==> config.mk <==
export PLATFORM = sky130hd
export DESIGN_NAME = apb_mem_slave
export DESIGN_NICKNAME = d
export VERILOG_FILES = /design/src/rtl/apb_mem_pkg.sv /design/src/rtl/apb_mem_array.sv /design/src/rtl/apb_mem_slave.sv
export SDC_FILE = /design/constraint.sdc
export NUM_CORES = 1
export LEC_CHECK = 0
export ABC_AREA = 1
export CORE_UTILIZATION = 45
export CTS_CLUSTER_DIAMETER = 100
export DETAILED_ROUTE_END_ITERATION = 7
export MAX_ROUTING_LAYER = met4
export SYNTH_ARGS = -nofsm -noshare
export SYNTH_HDL_FRONTEND = slang
export SYNTH_SLANG_ARGS = --single-unit
==> constraint.sdc <==
create_clock -name PCLK -period 7.22 [get_ports PCLK]
set_input_delay 2.166 -clock PCLK [delete_from_list [all_inputs] [get_ports PCLK]]
set_output_delay 2.166 -clock PCLK [all_outputs]
set_load 0.02 [all_outputs]
==> src/rtl/apb_mem_pkg.sv <==
// ---------------------------------------------------------------------------
// apb_mem_pkg
//
// Shared definitions for the parametrised APB memory slave:
//   - state_t      : transfer FSM states (IDLE, WAIT, READY)
//   - STRB_W       : byte lanes of the default 32-bit bus
//   - ADDR_LSB     : byte-offset bits of the default 32-bit bus
//   - lanes_of()   : byte lanes for an arbitrary data width
//   - lsb_of()     : byte-offset bits for an arbitrary data width
//   - word_index() : byte address -> word index
//   - access_err() : misalignment / out-of-range check for an address
//
// The localparams describe the default 32-bit build. Parametrised modules
// derive their own values via lanes_of()/lsb_of(), because a package cannot
// see a module parameter.
// ---------------------------------------------------------------------------
package apb_mem_pkg;

    typedef enum logic [1:0] {
        IDLE  = 2'd0,
        WAIT  = 2'd1,
        READY = 2'd2
    } state_t;

    localparam int unsigned DEF_DATA_WIDTH = 32;
    localparam int unsigned STRB_W         = DEF_DATA_WIDTH / 8;
    localparam int unsigned ADDR_LSB       = $clog2(STRB_W);

    function automatic int unsigned lanes_of(input int unsigned data_width);
        return data_width / 8;
    endfunction

    function automatic int unsigned lsb_of(input int unsigned data_width);
        return $clog2(data_width / 8);
    endfunction

    // Addresses are widened to 64 bits so one function serves every
    // ADDR_WIDTH up to 64 without truncating the upper bits, which matter
    // for the range check.
    function automatic logic [63:0] word_index(input logic [63:0] addr,
                                               input int unsigned addr_lsb);
        return addr >> addr_lsb;
    endfunction

    // An access is in error when its byte offset is not zero, or when the
    // word it selects lies at or beyond the end of the memory.
    function automatic logic access_err(input logic [63:0] addr,
                                        input int unsigned addr_lsb,
                                        input int unsigned depth);
        logic [63:0] mask;
        logic        misaligned;
        logic        out_of_range;
        mask         = (64'd1 << addr_lsb) - 64'd1;
        misaligned   = ((addr & mask) != 64'd0);
        out_of_range = (word_index(addr, addr_lsb) >= 64'(depth));
        return misaligned || out_of_range;
    endfunction

endpackage

==> src/rtl/apb_mem_array.sv <==
// ---------------------------------------------------------------------------
// apb_mem_array
//
// DEPTH x DATA_WIDTH word storage for apb_mem_slave.
//
// Ports:
//   clk    in   write clock (rising edge)
//   we     in   write enable
//   waddr  in   word index written when we=1
//   wdata  in   write data
//   wstrb  in   per-byte write enables (all ones when strobes are disabled)
//   raddr  in   word index for the combinational read port
//   rdata  out  data at raddr, combinational; the parent registers it
//
// The contents have no reset. The parent only asserts we for in-range
// indices, so the write path needs no bounds check of its own.
// ---------------------------------------------------------------------------
module apb_mem_array #(
    parameter int DATA_WIDTH = 32,
    parameter int DEPTH      = 32
) (
    input  logic                      clk,
    input  logic                      we,
    input  logic [$clog2(DEPTH)-1:0]  waddr,
    input  logic [DATA_WIDTH-1:0]     wdata,
    input  logic [DATA_WIDTH/8-1:0]   wstrb,
    input  logic [$clog2(DEPTH)-1:0]  raddr,
    output logic [DATA_WIDTH-1:0]     rdata
);

    localparam int LANES = DATA_WIDTH / 8;

    logic [DATA_WIDTH-1:0] mem [DEPTH];

    // Byte-lane write: only the lanes with their strobe set are updated,
    // so a partial write leaves the other bytes of the word intact.
    always_ff @(posedge clk) begin
        if (we) begin
            for (int lane = 0; lane < LANES; lane++) begin
                if (wstrb[lane]) begin
                    mem[waddr][lane*8 +: 8] <= wdata[lane*8 +: 8];
                end
            end
        end
    end

    assign rdata = mem[raddr];

endmodule

==> src/rtl/apb_mem_slave.sv <==
// ---------------------------------------------------------------------------
// apb_mem_slave
//
// APB slave with an internal word-addressed memory. It has configurable
// data width, depth and number of wait states. All outputs are registered.
// An error response is returned for misaligned and out-of-range accesses.
// When PSEL drops during the wait phase, the transfer is abandoned without
// writing.
//
// Optional feature macro: APB_MEM_PSTRB_EN
//   defined     -> PSTRB port exists; writes update only strobed byte lanes
//   not defined -> no PSTRB port; every valid write updates the full word
//
// Parameters:
//   ADDR_WIDTH   PADDR width (up to 64)
//   DATA_WIDTH   PWDATA/PRDATA width, 32 or 64
//   DEPTH        number of memory words, >= 2
//   WAIT_STATES  PREADY-low cycles in the access phase, 0..15
//
// Ports:
//   PCLK     in   bus clock, rising edge
//   PRESET   in   synchronous active-high reset
//   PSEL     in   slave select
//   PENABLE  in   access phase indicator
//   PADDR    in   byte address
//   PWRITE   in   1 = write, 0 = read
//   PWDATA   in   write data
//   PSTRB    in   byte strobes (APB_MEM_PSTRB_EN only)
//   PRDATA   out  read data, registered
//   PREADY   out  transfer complete, registered
//   PSLVERR  out  error response, registered
// ---------------------------------------------------------------------------
module apb_mem_slave
    import apb_mem_pkg::*;
#(
    parameter int ADDR_WIDTH  = 32,
    parameter int DATA_WIDTH  = 32,
    parameter int DEPTH       = 32,
    parameter int WAIT_STATES = 0
) (
    input  logic                    PCLK,
    input  logic                    PRESET,
    input  logic                    PSEL,
    input  logic                    PENABLE,
    input  logic [ADDR_WIDTH-1:0]   PADDR,
    input  logic                    PWRITE,
    input  logic [DATA_WIDTH-1:0]   PWDATA,
`ifdef APB_MEM_PSTRB_EN
    input  logic [DATA_WIDTH/8-1:0] PSTRB,
`endif
    output logic [DATA_WIDTH-1:0]   PRDATA,
    output logic                    PREADY,
    output logic                    PSLVERR
);

    localparam int unsigned BUS_STRB_W   = lanes_of(DATA_WIDTH);
    localparam int unsigned BUS_ADDR_LSB = lsb_of(DATA_WIDTH);
    localparam int unsigned MEM_DEPTH    = DEPTH;
    localparam int          IDX_W        = $clog2(DEPTH);
    localparam logic [3:0]  WAIT_LOAD    = 4'(WAIT_STATES);

    state_t                  state;
    logic [3:0]              wait_cnt;
    logic                    err_q;
    logic [IDX_W-1:0]        idx_q;
    logic [DATA_WIDTH-1:0]   prdata_q;
    logic                    pready_q;
    logic                    pslverr_q;

    logic                    setup;
    logic                    setup_err;
    logic [IDX_W-1:0]        setup_idx;
    logic [DATA_WIDTH-1:0]   rd_data;
    logic                    wr_en;
    logic [BUS_STRB_W-1:0]   byte_en;

    // Address decode for the current setup cycle. The index is truncated
    // to the array width. That is harmless because an out-of-range address
    // raises the error flag, and an errored access neither writes nor
    // returns memory data.
    assign setup     = PSEL && !PENABLE;
    assign setup_err = access_err(64'(PADDR), BUS_ADDR_LSB, MEM_DEPTH);
    assign setup_idx = IDX_W'(word_index(64'(PADDR), BUS_ADDR_LSB));

    // The write commits at the READY edge. It needs the live handshake
    // (the master may still have dropped PSEL) and a clean address. Reset
    // on the same edge wins, so an interrupted transfer never writes.
    assign wr_en = (state == READY) && PSEL && PENABLE && PWRITE &&
                   !err_q && !PRESET;

`ifdef APB_MEM_PSTRB_EN
    assign byte_en = PSTRB;
`else
    assign byte_en = '1;
`endif

    apb_mem_array #(
        .DATA_WIDTH (DATA_WIDTH),
        .DEPTH      (DEPTH)
    ) u_array (
        .clk   (PCLK),
        .we    (wr_en),
        .waddr (idx_q),
        .wdata (PWDATA),
        .wstrb (byte_en),
        .raddr (setup_idx),
        .rdata (rd_data)
    );

    // Transfer FSM. The output registers are loaded on the edge that
    // enters a state, so PREADY/PSLVERR/PRDATA are valid for the whole of
    // that state and never depend combinationally on bus inputs.
    always_ff @(posedge PCLK) begin
        if (PRESET) begin
            state     <= IDLE;
            wait_cnt  <= '0;
            err_q     <= 1'b0;
            idx_q     <= '0;
            prdata_q  <= '0;
            pready_q  <= 1'b0;
            pslverr_q <= 1'b0;
        end else begin
            case (state)
                IDLE: begin
                    pready_q  <= 1'b0;
                    pslverr_q <= 1'b0;
                    prdata_q  <= '0;
                    if (setup) begin
                        err_q    <= setup_err;
                        idx_q    <= setup_idx;
                        wait_cnt <= WAIT_LOAD;
                        // Read data is captured here, at the setup edge.
                        // It then holds through WAIT and READY.
                        if (!PWRITE && !setup_err) begin
                            prdata_q <= rd_data;
                        end
                        if (WAIT_STATES == 0) begin
                            state     <= READY;
                            pready_q  <= 1'b1;
                            pslverr_q <= setup_err;
                        end else begin
                            state <= WAIT;
                        end
                    end
                end

                WAIT: begin
                    pready_q  <= 1'b0;
                    pslverr_q <= 1'b0;
                    wait_cnt  <= wait_cnt - 4'd1;
                    if (!PSEL) begin
                        // Master abort: drop everything and go back to IDLE.
                        state    <= IDLE;
                        prdata_q <= '0;
                        wait_cnt <= '0;
                    end else if (wait_cnt == 4'd1) begin
                        state     <= READY;
                        pready_q  <= 1'b1;
                        pslverr_q <= err_q;
                    end
                end

                READY: begin
                    // Completion lasts exactly one cycle. A setup cycle in the
                    // next cycle is picked up by IDLE, so there is no bubble.
                    state     <= IDLE;
                    pready_q  <= 1'b0;
                    pslverr_q <= 1'b0;
                    prdata_q  <= '0;
                end

                default: begin
                    state     <= IDLE;
                    pready_q  <= 1'b0;
                    pslverr_q <= 1'b0;
                    prdata_q  <= '0;
                end
            endcase
        end
    end

    assign PRDATA  = prdata_q;
    assign PREADY  = pready_q;
    assign PSLVERR = pslverr_q;

endmodule

==> impl_metrics.json <==
{
  "run_status": "finished, final reports clean",
  "mappedNetlistArea_sq_um": 43900,
  "num-nets-final": 4135,
  "cts-root-to-sink-buffers": 3,
  "cp_max_fo": 32,
  "grt_pass1_wl_mm": 179,
  "syn-instance-count": 4029,
  "die_area_sq_um": 98900,
  "postCtsSetupBuffers": 0,
  "vias_in_the_first_global_route": 27100,
  "synth_top_cell_area_share_pct": 70.0,
  "finalWeightedCongestion": 0.843,
  "synthDistinctLibCells": 22,
  "hp-class": "register to register",
  "mean_post_synth_cell_area_sq_um": 10.9,
  "setup_tns_ns": 0,
  "grtUsageMet1_pct": 35.3,
  "synthesized_nets": 4098,
  "gr-max-usage-layer": "met2",
  "finalMaxSlewViolations": 0,
  "grt_setup_unrepaired": "no",
  "cts-root-buf": "sky130_fd_sc_hd__clkbuf_16",
  "adder_cell_share_of_the_synthesized_area_pct": 0,
  "critPathKind": "input pin to register",
  "cts_tree": "done",
  "fmaxAchievable_mhz": 219,
  "overall_global_routing_usage_pct": 25.2,
  "report.final.hold_viol_count": 0,
  "die_w_um": 315,
  "drcViolationCount": 0,
  "synth_warnings": 0,
  "wl_per_cell_um": 22.2,
  "boundaryPins": 103,
  "layout_cells_sized_above_1_pct": 6.33,
  "globalRouteMet3Util_pct": 3.59,
  "crit_path_end_kind": "register",
  "chipHeight_um": 315,
  "seq_area_frac_synth_pct": 71.8,
  "max_cap_viol_count": 0,
  "main_combinational_cell_family_by_area_after_synthesis": "simple AND/OR/NAND/NOR gates",
  "layout.cells.most_common_list": "1232 x sky130_fd_sc_hd__nand2_1, 1024 x sky130_fd_sc_hd__edfxtp_1, 518 x sky130_fd_sc_hd__nand3_1, 375 x sky130_fd_sc_hd__inv_1, 369 x sky130_fd_sc_hd__nor2_1",
  "crit_chain": "clkdlybuf4s50_1 > inv_1 > nor4_1 > nand2_1 > nor2_1 > nand3_1 > nor2_4",
  "grt_antenna_before_repair": 2,
  "pwr_density_cell_nw_per_um2": 261,
  "post-dp-hpwl_mm": 67.3,
  "overflow": 0,
  "post_cts_hold_buffer_count": 0,
  "critical_path.max_stage_delay_ns": 0.96,
  "numCtsBuffers": 109,
  "synth-compound-area-share_pct": 2.51,
  "layout_worst_path_cycle_share_pct": 63.3,
  "maxSlewHeadroom_pct": 14.9,
  "final_setup_skew_ns": 0.0273,
  "h-tree-depth": 3,
  "most_common_cell_after_layout_fill_and_taps_aside": "sky130_fd_sc_hd__nand2_1",
  "fin_total_pwr_mw": 12.9,
  "critical_path_arrival_ns": 4.88,
  "initial_core_util_pct": 45.4,
  "timing_worst_slew_pin_value_ns": 1.27,
  "largest_net_degree_at_the_start_of_global_routing": 201,
  "syn2layout_area_growth_pct": 12.5,
  "cts.sink_count": 1065,
  "placementRows": 114,
  "postRouteWirelength_mm": 121,
  "insertion_delay_ns": 0.70,
  "met2_usage_pct": 38.8,
  "netlist_top_cells_area": "sky130_fd_sc_hd__edfxtp_1 70%, sky130_fd_sc_hd__nand2_1 11%, sky130_fd_sc_hd__nand3_1 5.9%, sky130_fd_sc_hd__nor2_1 3.4%, sky130_fd_sc_hd__inv_1 3.2%",
  "post_cts_repair_resize_count": 0,
  "peakVddDrop_mv": 0.200,
  "synth_mux_area_share_pct": 0,
  "min_period_ns": 4.57,
  "firstDrtPassIters": 6,
  "final-setup-viol-count": 0,
  "power.static_leakage_nw": 19.0,
  "clk_pin_slew_worst_paths_ns": 0.06,
  "io_buffer_count": 102,
  "post_synth_xor_area_fraction_pct": 0,
  "synthesized_flop_and_latch_total": 1065,
  "worst_path_max_delay_cell": "sky130_fd_sc_hd__nor2_4",
  "antenna_violating_nets_post_route": 0,
  "drtIter0Drc": 2971,
  "detailroute.via_count": 28600,
  "core_sq_um": 96700,
  "timing.critical_path.required_ns": 7.53,
  "yosys.area_share.simple_pct": 19.9,
  "synth_top_cell_by_area": "sky130_fd_sc_hd__edfxtp_1",
  "routed_via_density": 5.26,
  "worstSetupStartpointType": "input pin"
}
-- per-layer routing --
metal,vias to the layer above,wire (um)
met5,-,0
met4,0,2530
met3,161,9030
met2,1039,56200
met1,13900,52900
li1,13500,-
-- stage by stage --
step	setup WS, ns	hold WS, ns	utilization (%)	std cells	instance area (sq um)
2_1_floorplan	1.14	0.450	-	4029	43900
3_3_place_gp	1.97	0.461	47.6	5231	46000
3_5_place_dp	1.96	0.492	47.6	5231	46000
4_1_cts	2.69	0.500	51.1	5434	49500
5_1_grt	2.41	0.557	51.1	5435	49500
6_report	2.65	0.506	51.1	5435	49500
-- Yosys cell counts --
cell                       count
sky130_fd_sc_hd__nand2_1    1232
sky130_fd_sc_hd__edfxtp_1   1024
sky130_fd_sc_hd__nand3_1     518
sky130_fd_sc_hd__nor2_1      401
sky130_fd_sc_hd__inv_1       378
sky130_fd_sc_hd__o21ai_0     151
sky130_fd_sc_hd__buf_2       119
sky130_fd_sc_hd__clkbuf_1     59
sky130_fd_sc_hd__dfxtp_1      41
sky130_fd_sc_hd__o211ai_1     26
sky130_fd_sc_hd__buf_1        25
sky130_fd_sc_hd__o21ai_1      13
sky130_fd_sc_hd__a21oi_1      11
sky130_fd_sc_hd__buf_6        11
sky130_fd_sc_hd__buf_4         7
sky130_fd_sc_hd__o22ai_1       5
sky130_fd_sc_hd__inv_2         2
sky130_fd_sc_hd__nor4_1        2
sky130_fd_sc_hd__inv_4         1
sky130_fd_sc_hd__nand3b_1      1
sky130_fd_sc_hd__nand4_1       1
sky130_fd_sc_hd__nor2_2        1
-- final timing paths --
| check | slack [ns] | endpoint | startpoint | cells after the start |
|---|---|---|---|---|
| min reg2reg | 0.51 | err_q | err_q | 2 |
| max | 2.65 | u_array.mem[24][9] | PSEL | 7 |
| max reg2reg | 4.27 | u_array.mem[24][9] | state[1] | 6 |
| min | 0.51 | err_q | err_q | 2 |
-- power breakdown --
group / total [mW] / switching (mW) / internal [mW]
combinational: 0.717 / 0.543 / 0.174
sequential: 6.77 / 0.00239 / 6.77
clock: 5.45 / 2.35 / 3.09
total: 12.9 / 2.90 / 10.0
-- logic make-up (layout without fill, tap and decap cells) --
group | count (synthesis) | count (layout)
AOI/OAI and AO/OA | 206 | 206
buffers and inverters | 602 | 731
DFF | 1065 | 1065
other | 0 | 1
and+or+nand+nor | 2156 | 2156
-- state kept, by name, summed over array words and instances (netlist names) --
name         cells
u_array.mem   1024
PRDATA          32
idx_q            5
PREADY           1
PSLVERR          1
err_q            1
state            1
-- cell type report --
| class | instances | area [sq um] |
|---|---|---|
| Clock buffer | 145 | 2970 |
| Clock inverter | 58 | 448 |
| Timing Repair Buffer | 147 | 1310 |
| Fill cell | 8519 | 47200 |
| Multi-Input combinational cell | 2362 | 10100 |
| Sequential cell | 1065 | 31600 |
| Tap cell | 1276 | 1600 |
| Antenna cell | 1 | 2.50 |
| Inverter | 381 | 1460 |
-- critical path, delay by kind of cell --
family	cells	cell delay (ns)
buffers and inverters	2	0.54
and+or+nand+nor	5	2.15
No activity file was read; power rests on OpenSTA's default activity.
